<file path="src/rtl/tron_pkg.sv">
// Shared constants, state encoding and direction helpers for the light-cycle input front end.
package tron_pkg;

   localparam logic [3:0] DIR_UP    = 4'b0001;
   localparam logic [3:0] DIR_DOWN  = 4'b0010;
   localparam logic [3:0] DIR_LEFT  = 4'b0100;
   localparam logic [3:0] DIR_RIGHT = 4'b1000;
   localparam logic [3:0] DIR_STOP  = 4'b0000;

   localparam logic [1:0] WIN_NONE = 2'b00;
   localparam logic [1:0] WIN_P1   = 2'b01;
   localparam logic [1:0] WIN_P2   = 2'b10;
   localparam logic [1:0] WIN_DRAW = 2'b11;

   typedef enum logic [1:0] {
      IDLE = 2'd0,
      PLAY = 2'd1,
      OVER = 2'd2
   } game_state_t;

   function automatic logic [3:0] opposite(input logic [3:0] dir);
      logic [3:0] res;
      case (dir)
         DIR_UP:    res = DIR_DOWN;
         DIR_DOWN:  res = DIR_UP;
         DIR_LEFT:  res = DIR_RIGHT;
         DIR_RIGHT: res = DIR_LEFT;
         default:   res = DIR_STOP;
      endcase
      return res;
   endfunction

   function automatic logic is_onehot(input logic [3:0] v);
      return (v != 4'd0) && ((v & (v - 4'd1)) == 4'd0);
   endfunction

   // Single legal, non-reversing press replaces the heading; anything else keeps it.
   function automatic logic [3:0] next_dir(input logic [3:0] cur, input logic [3:0] req);
      logic [3:0] res;
      res = cur;
      if (is_onehot(req) && (req != opposite(cur))) begin
         res = req;
      end
      return res;
   endfunction

endpackage

</file>
<file path="src/rtl/button_debounce.sv">
// Two-flop synchronizer followed by a consecutive-cycle debounce counter for one raw button.
module button_debounce
   import tron_pkg::*;
#(
   parameter int unsigned DB_CYCLES = 200000
) (
   input  logic clock_i,
   input  logic reset_i,
   input  logic btn_i,
   output logic db_o
);

   localparam int unsigned CNT_W = $clog2(DB_CYCLES + 1);
   localparam logic [CNT_W-1:0] CNT_LAST = CNT_W'(DB_CYCLES - 1);

   logic             sync0_q, sync1_q;
   logic             state_q, state_d;
   logic [CNT_W-1:0] cnt_q, cnt_d;

   // Counter runs only while the synchronized input disagrees; it flips the state on the last count.
   always_comb begin
      state_d = state_q;
      cnt_d   = '0;
      if (sync1_q != state_q) begin
         if (cnt_q == CNT_LAST) begin
            state_d = ~state_q;
         end else begin
            cnt_d = cnt_q + CNT_W'(1);
         end
      end
   end

   always_ff @(posedge clock_i) begin
      if (reset_i) begin
         sync0_q <= 1'b0;
         sync1_q <= 1'b0;
         state_q <= 1'b0;
         cnt_q   <= '0;
      end else begin
         sync0_q <= btn_i;
         sync1_q <= sync0_q;
         state_q <= state_d;
         cnt_q   <= cnt_d;
      end
   end

   assign db_o = state_q;

endmodule

</file>
<file path="src/rtl/game_input_ctrl.sv">
// Light-cycle front end: debounced player/start buttons and the frame-tick game-phase FSM.
module game_input_ctrl
   import tron_pkg::*;
#(
   parameter int unsigned DB_CYCLES = 200000,
   parameter logic [9:0]  LAST_ROW  = 10'd599,
   parameter logic [9:0]  LAST_COL  = 10'd799
) (
   input  logic       clock,
   input  logic       reset,
   input  logic [9:0] row,
   input  logic [9:0] col,
   input  logic [3:0] p1_btn,
   input  logic [3:0] p2_btn,
   input  logic       start_btn,
   input  logic       p1_crash,
   input  logic       p2_crash,
   output logic [3:0] p1_info,
   output logic [3:0] p2_info,
   output logic       dflt,
   output logic       game_over,
   output logic [1:0] winner
);

   logic [3:0]  p1_db, p2_db;
   logic        start_db;
   logic        tick_c, start_rise_c, consume_c;

   game_state_t state_q, state_d;
   logic [3:0]  p1_dir_q, p1_dir_d;
   logic [3:0]  p2_dir_q, p2_dir_d;
   logic [1:0]  winner_q, winner_d;
   logic        start_req_q, start_req_d;
   logic        start_prev_q;
   logic [3:0]  p1_info_q, p1_info_d;
   logic [3:0]  p2_info_q, p2_info_d;
   logic        dflt_q, dflt_d;
   logic        game_over_q, game_over_d;

   for (genvar i = 0; i < 4; i++) begin : g_dir_db
      button_debounce #(.DB_CYCLES(DB_CYCLES)) u_p1_db (
         .clock_i (clock),
         .reset_i (reset),
         .btn_i   (p1_btn[i]),
         .db_o    (p1_db[i])
      );
      button_debounce #(.DB_CYCLES(DB_CYCLES)) u_p2_db (
         .clock_i (clock),
         .reset_i (reset),
         .btn_i   (p2_btn[i]),
         .db_o    (p2_db[i])
      );
   end

   button_debounce #(.DB_CYCLES(DB_CYCLES)) u_start_db (
      .clock_i (clock),
      .reset_i (reset),
      .btn_i   (start_btn),
      .db_o    (start_db)
   );

   assign tick_c       = (row == LAST_ROW) && (col == LAST_COL);
   assign start_rise_c = start_db & ~start_prev_q;

   // Next-state and registered-output logic; everything advances only on the frame tick.
   always_comb begin
      state_d     = state_q;
      p1_dir_d    = p1_dir_q;
      p2_dir_d    = p2_dir_q;
      winner_d    = winner_q;
      consume_c   = 1'b0;
      p1_info_d   = DIR_STOP;
      p2_info_d   = DIR_STOP;
      dflt_d      = 1'b0;
      game_over_d = 1'b0;

      if (tick_c) begin
         case (state_q)
            IDLE: begin
               if (start_req_q) begin
                  state_d   = PLAY;
                  p1_dir_d  = DIR_UP;
                  p2_dir_d  = DIR_DOWN;
                  consume_c = 1'b1;
               end
            end
            PLAY: begin
               // Crash wins over steering: headings freeze where they were.
               if (p1_crash || p2_crash) begin
                  state_d  = OVER;
                  winner_d = {p1_crash, p2_crash};
               end else begin
                  p1_dir_d = next_dir(p1_dir_q, p1_db);
                  p2_dir_d = next_dir(p2_dir_q, p2_db);
               end
            end
            OVER: begin
               if (start_req_q) begin
                  state_d   = IDLE;
                  winner_d  = WIN_NONE;
                  consume_c = 1'b1;
               end
            end
            default: state_d = IDLE;
         endcase
      end

      start_req_d = (start_req_q & ~consume_c) | start_rise_c;

      if (state_d == PLAY) begin
         p1_info_d = p1_dir_d;
         p2_info_d = p2_dir_d;
      end
      dflt_d      = (state_d == IDLE);
      game_over_d = (state_d == OVER);
   end

   always_ff @(posedge clock) begin
      if (reset) begin
         state_q      <= IDLE;
         p1_dir_q     <= DIR_STOP;
         p2_dir_q     <= DIR_STOP;
         winner_q     <= WIN_NONE;
         start_req_q  <= 1'b0;
         start_prev_q <= 1'b0;
         p1_info_q    <= DIR_STOP;
         p2_info_q    <= DIR_STOP;
         dflt_q       <= 1'b1;
         game_over_q  <= 1'b0;
      end else begin
         state_q      <= state_d;
         p1_dir_q     <= p1_dir_d;
         p2_dir_q     <= p2_dir_d;
         winner_q     <= winner_d;
         start_req_q  <= start_req_d;
         start_prev_q <= start_db;
         p1_info_q    <= p1_info_d;
         p2_info_q    <= p2_info_d;
         dflt_q       <= dflt_d;
         game_over_q  <= game_over_d;
      end
   end

   assign p1_info   = p1_info_q;
   assign p2_info   = p2_info_q;
   assign dflt      = dflt_q;
   assign game_over = game_over_q;
   assign winner    = winner_q;

endmodule

</file>
<file path="config.mk">
export PLATFORM = sky130hd
export DESIGN_NAME = game_input_ctrl
export DESIGN_NICKNAME = d
export VERILOG_FILES = /design/src/rtl/tron_pkg.sv /design/src/rtl/button_debounce.sv /design/src/rtl/game_input_ctrl.sv
export SDC_FILE = /design/constraint.sdc
export NUM_CORES = 1
export LEC_CHECK = 0
export CAP_MARGIN = 10
export CORE_MARGIN = 3
export CORE_UTILIZATION = 55
export CTS_CLUSTER_DIAMETER = 80
export DETAILED_ROUTE_END_ITERATION = 10
export DONT_BUFFER_PORTS = 1
export GPL_ROUTABILITY_DRIVEN = 0
export PLACE_DENSITY = 0.7
export SETUP_SLACK_MARGIN = 0.4
export SLEW_MARGIN = 20
export SYNTH_ARGS = -nofsm -noshare
export SYNTH_HDL_FRONTEND = slang
export SYNTH_SLANG_ARGS = --single-unit
</file>
<file path="constraint.sdc">
create_clock -name clock -period 2.9 [get_ports clock]
set_input_delay 0.58 -clock clock [delete_from_list [all_inputs] [get_ports clock]]
set_output_delay 0.58 -clock clock [all_outputs]
set_load 0.005 [all_outputs]
</file>
==> reports/metrics.yaml, run 1 <==
p_int_w: 0.00499
ff2ff_setup_slack_ps: 750
cp-end-kind: "flip-flop"
ys_types: 54
drv_cap: 0
syn_area_sq_um: 9130
grt_use_met1_pct: 26.8
ir_worst_vdd_uv: 486
synthArstFlopShare_pct: 0
fmax_ghz: 0.465
pin_count: 45
syn-num-nets: 1075
critPathBufInv: 0
r2r-start: "p1_dir_q[3]"
rsz0062_at_grt: "no"
synthTopCellsByCount: "dfxtp_1, nor2_1, xnor2_1"
leakage_nw: 3.18
synth_top_area_share_pct: 46.7
slowest_stage: "or4b_1"
comb_power_share_pct: 0.8
dieArea_sq_um: 18200
slew_headroom_pct: 55.7
whs_endpoint: "g_dir_db[2].u_p1_db.sync0_q"
drt_wl_total_mm: 16.7
gr-usage-met3_pct: 3.09
fill_cells: 1375
cts_resized: 0
worst_skew_pair.late_latency_ps: 500
rr_worst_depth: 5
startpoint_type: "flip-flop"
hold_path.class: "in -> reg"
r2r-end: "p1_info[0]"
hp-start: "reset"
syn_inst: 1033
port_buffers: 0
cts-root-buf: "clkbuf_16"
vias_per_cell: 5.37
cp_data_required_time_ps: 3280
place_inst: 1220
power.share.sequential_pct: 48.0
cts_tree: "done"
clockBufferDepth: 3
hpwl_mm: 11.4
cp_max_fo: 6
drc: 0
drt_iter0_markers: 408
fin_worst_skew_ps: 12.4
htreeDepth: 1
drive_gt1_share_pct: 4.60
synthTopCellsByArea: "dfxtp_1, xnor2_1, nor2_1, xor2_1, nand3_1"
wire_per_inst_um: 13.3
nNetsFinal: 1071
grt_max_degree: 51
grtUsageMet2_pct: 29.5
finalMaxSlewViolations: 0
drtPass1Iterations: 5
swShare_pct: 18.8
ant_nets: 0
avgSynthCellArea_sq_um: 8.84
grt.total_usage_pct: 18.7
top_usage_layer: "met2"
worstMarginPinSlew_ps: 658
crit_arrival_ps: 2530
finalCriticalPeriod_ps: 2150
path_clk_slew_ps: 60
path_class: "reg -> reg"
pwr-share-clk_pct: 51.3
holdPathStages: 1
ys_warn_count: 0
synth_most_common_cell: "dfxtp_1"
ys.flop_type: "dfxtp_1"
area_growth_syn_to_layout_pct: 10.8
grt_pass1_vias: 6257
ys_ff_latch: 213
antennaDiodeCount: 0
hold_viol: 0
coreArea_sq_um: 16100
power_density_nw_per_um2: 608
postCtsSetupRepairBufs: 0
vias: 6766
antenna_found_initial: 0
yosys.area.top_type: "dfxtp_1"
crit_chain: "or4b_1, a2111o_1, and4_4, o211a_1, o221a_1"
critical-path-top-delay-family: "compound AO/OA/AOI/OAI gates"
die_h_um: 135
yosysSeqAreaShare_pct: 46.7
hold_buffers: 0
switching_power_w: 0.00116
gr-total-overflow: 0
row_count: 46
setup_viol: 0
cts.sinks: 213
slowest_delay_ps: 510
die_w_um: 135
tns_ps: 0
final_cell_count_no_fill: 1260
start_util_pct: 56.8
synth_edf_count: 0
grt_first_pass_wirelength_mm: 28.8
cts_buffers: 23
status: "finished, final reports clean"
finalCritPeriodShare_pct: 74.2
## per-layer routing
| metal | vias up | routed length, um | part of all wire, % |
|---|---|---|---|
| li1 | 3522 | - | - |
| met1 | 3104 | 8440 | 50 |
| met2 | 117 | 7200 | 43 |
| met3 | 23 | 791 | 4.7 |
| met4 | 0 | 308 | 1.8 |
| met5 | - | 0 | 0 |
## placed cells by master, fill, tap and decap left out, drive strengths merged, types with 6 or more instances in the layout
cell and instances:
nand2b 6, xnor2 96, o21ai 7, nor2b 21
and2 7, inv 23, dfxtp 213, nor4 16
clkbuf 29, nor3b 6, ha 9, and4 16
and3 26, nor3 40, nor2 210, or3 9
mux2i 9, nand2 66, a21oi 11, or4b 6
bufinv 6, xor2 55, nand3 55, nand4 34
## sequential cells by signal, summed over array words and instances, names as in the netlist, 2 cells and up
signal and cells:
winner 2, u_start_db.cnt_q 18, p1_info 4, g_dir_db.u_p2_db.sync0_q 4, g_dir_db.u_p2_db.db_o 4, g_dir_db.u_p2_db.cnt_q 72, p2_dir_q 4, g_dir_db.u_p2_db.sync1_q 4
g_dir_db.u_p1_db.db_o 4, p2_info 4, g_dir_db.u_p1_db.cnt_q 72, g_dir_db.u_p1_db.sync1_q 4, g_dir_db.u_p1_db.sync0_q 4, p1_dir_q 4, state_q 2
## layout make-up
class                   count  area (sq um)  share of cell area [%]
multi-input cells         765          4650                    46.0
flip-flops and latches    213          4260                    42.2
clock buffers              29           618                    6.11
well taps                 216           270                    2.67
clock inverters            11           205                    2.03
inverters                  23          86.3                   0.854
repair buffers              3          22.5                   0.223
## cells by family (layout without fill, tap and decap cells)
kind of cell               count (synthesis)  count (layout)  share of synthesized area (%)
AOI/OAI and AO/OA                         48              48                           3.82
DFF                                      213             213                           46.7
and+or+nand+nor                          547             547                           30.3
buffers and inverters                     55              66                           2.36
adders and majority gates                 10              10                           1.34
muxes                                      9               9                          0.987
xor gates and xnor gates                 151             151                           14.5
## worst max-delay path by stage
stage / end / startpoint / slack, ps / cells after the start
2_1_floorplan: p2_dir_q[1] / row[7] / 800 / 6
3_3_place_gp: p2_info[1] / row[7] / 630 / 5
3_5_place_dp: p2_info[1] / row[7] / 610 / 5
4_1_cts: g_dir_db[1].u_p1_db.cnt_q[9] / g_dir_db[1].u_p1_db.cnt_q[0] / 730 / 6
5_1_grt: g_dir_db[1].u_p1_db.cnt_q[6] / g_dir_db[1].u_p1_db.cnt_q[0] / 510 / 6
6_report: p1_info[0] / p1_dir_q[3] / 750 / 5
## power by group through the flow
stage / combinational (W) / sequential (W) / clock, W
detailed placement: 0.0000480 / 0.00302 / 0
global route: 0.0000550 / 0.00295 / 0.00335
global placement: 0.0000476 / 0.00302 / 0
floorplan: 0.0000494 / 0.00301 / 0
CTS: 0.0000483 / 0.00295 / 0.00323
finish: 0.0000474 / 0.00295 / 0.00315
## per-stage QoR
stage	util (%)	setup WS, ps	area (sq um)	power (W)	hold slack [ps]
6_report	63.0	750	10100	0.00615	158
5_1_grt	63.0	514	10100	0.00635	137
4_1_cts	63.0	730	10100	0.00623	138
3_5_place_dp	57.9	615	9290	0.00306	427
3_3_place_gp	57.9	633	9290	0.00306	417
2_1_floorplan	-	804	9130	0.00306	413
(Power assumes the default switching activity.)
==> run 2: changes to the inputs <==
- PLACE_DENSITY: 0.7 -> 0.73
- clock period: 2.9 -> 1.78 ns (I/O delays scaled with it)
==> reports/metrics.yaml, run 2 (synthesized netlist as in run 1, its figures left out) <==
grt.total_usage_pct: 24.0
hold_path.class: "in -> reg"
top_usage_layer: "met2"
drv_cap: 0
finalCriticalPeriod_ps: 2060
pin_count: 45
power_density_nw_per_um2: 714
grt_pass1_vias: 7561
cp_max_fo: 5
slowest_delay_ps: 520
status: "finished with violations"
violations: "negative setup slack"
area_growth_syn_to_layout_pct: 50.7
r2r-end: "p1_info[0]"
vias_per_cell: 5.86
grt_use_met1_pct: 31.3
worst_slack_ps: -283
holdPathStages: 2
rr_worst_depth: 5
fmax_ghz: 0.485
antenna_found_initial: 1
row_count: 46
ir_worst_vdd_uv: 741
slew_headroom_pct: 64.3
cp_data_required_time_ps: 2180
start_util_pct: 56.8
die_w_um: 135
drive_gt1_share_pct: 43.8
grt_max_degree: 40
dieArea_sq_um: 18200
whs_endpoint: "p1_dir_q[0]"
r2r-start: "p1_dir_q[0]"
grtUsageMet2_pct: 41.5
ff2ff_setup_slack_ps: -280
slowest_stage: "or4b_4"
crit_arrival_ps: 2470
setup_viol: 25
rsz0062_at_grt: "yes"
leakage_nw: 4.64
gr-total-overflow: 0
final_cell_mix: "dfxtp_1, buf_4, nor2_4"
port_buffers: 0
fin_worst_skew_ps: 14.5
finalPower_w: 0.00983
hp-start: "reset"
drt_wl_total_mm: 28.2
cts_tree: "done"
worstMarginPinSlew_ps: 531
drtPass1Iterations: 5
reg_top3: "g_dir_db.u_p1_db.cnt_q: 72 flops, g_dir_db.u_p2_db.cnt_q: 72 flops, u_start_db.cnt_q: 18 flops"
startpoint_type: "flip-flop"
final_common_cell: "dfxtp_1"
drc: 0
critPathBufInv: 0
worst_skew_pair.late_latency_ps: 510
critical-path-top-delay-family: "compound AO/OA/AOI/OAI gates"
vias: 8364
coreArea_sq_um: 16100
die_h_um: 135
gr-usage-met3_pct: 3.65
cts_buffers: 23
htreeDepth: 1
grt_first_pass_wirelength_mm: 36.3
finalMaxSlewViolations: 0
finalCritPeriodShare_pct: 116
cts.sinks: 213
cp-end-kind: "flip-flop"
hpwl_mm: 12.1
dp_slack_ps: -221
drt_iter0_markers: 490
nNetsFinal: 1235
wire_per_inst_um: 19.7
path_clk_slew_ps: 60
hold_viol: 0
path_class: "reg -> reg"
cts-root-buf: "clkbuf_16"
clockBufferDepth: 3
crit_chain: "or4b_4, a2111o_1, and4_4, o211a_1, o221a_1"
ant_nets: 0
[run 2: layout make-up]
cell class	count	area, sq um
clock buffer	32	629
clock inverter	10	115
tap	216	270
multi-input combinational	769	6560
antenna	1	2.50
fill	747	2300
sequential	213	4390
timing repair buffer	163	1700
inverter	23	86.3
[run 2: where the power goes]
group / switching, W / internal (W)
logic: 0.000144 / 0.000138
clock network: 0.00198 / 0.00278
registers: 0.0000170 / 0.00477
total: 0.00214 / 0.00768
[run 2: metal layers]
metal / vias to the layer above / share of wire [%]
li1: 3868 / -
met1: 4098 / 39
met2: 313 / 52
met3: 85 / 6.1
met4: 0 / 3.3
met5: - / 0
[run 2: worst reg2reg max path: stages (launching register included)]
cell and delay (ps):
dfxtp_2 320, or4b_4 520, a2111o_1 420, and4_4 240, o211a_1 230, o221a_1 220
[run 2: worst max path at each step]
stage	from	slack [ps]	cells past startpoint	end
after floorplan	p1_dir_q[0]	-190	5	p1_dir_q[0]
after global placement	p1_dir_q[0]	-180	5	p1_dir_q[0]
after detailed placement	p1_dir_q[0]	-220	5	p1_info[0]
after CTS	p1_dir_q[0]	-230	5	p1_dir_q[0]
after global routing	p1_dir_q[0]	-330	5	p1_info[0]
final	p1_dir_q[0]	-280	5	p1_info[0]
[run 2: through the flow]
step / hold WS, ps / instance area (sq um) / TNS, ps / util (%) / instances
2_1_floorplan: 413 / 9640 / -889 / - / 1033
3_3_place_gp: 417 / 9990 / -1730 / 62.2 / 1258
3_5_place_dp: 424 / 9990 / -2520 / 62.2 / 1258
4_1_cts: 21.2 / 12400 / -2040 / 77.2 / 1388
5_1_grt: 76.6 / 13800 / -3560 / 85.7 / 1427
6_report: 65.9 / 13800 / -2870 / 85.7 / 1427
[run 2: repair_timing]
action	in CTS	in global routing
hold endpoints to repair	40	0
resized for setup	213	249
buffers inserted	59	35
pin swaps	74	55
cloned	17	3
hold buffers	12	0
endpoints found under the setup margin	184	185
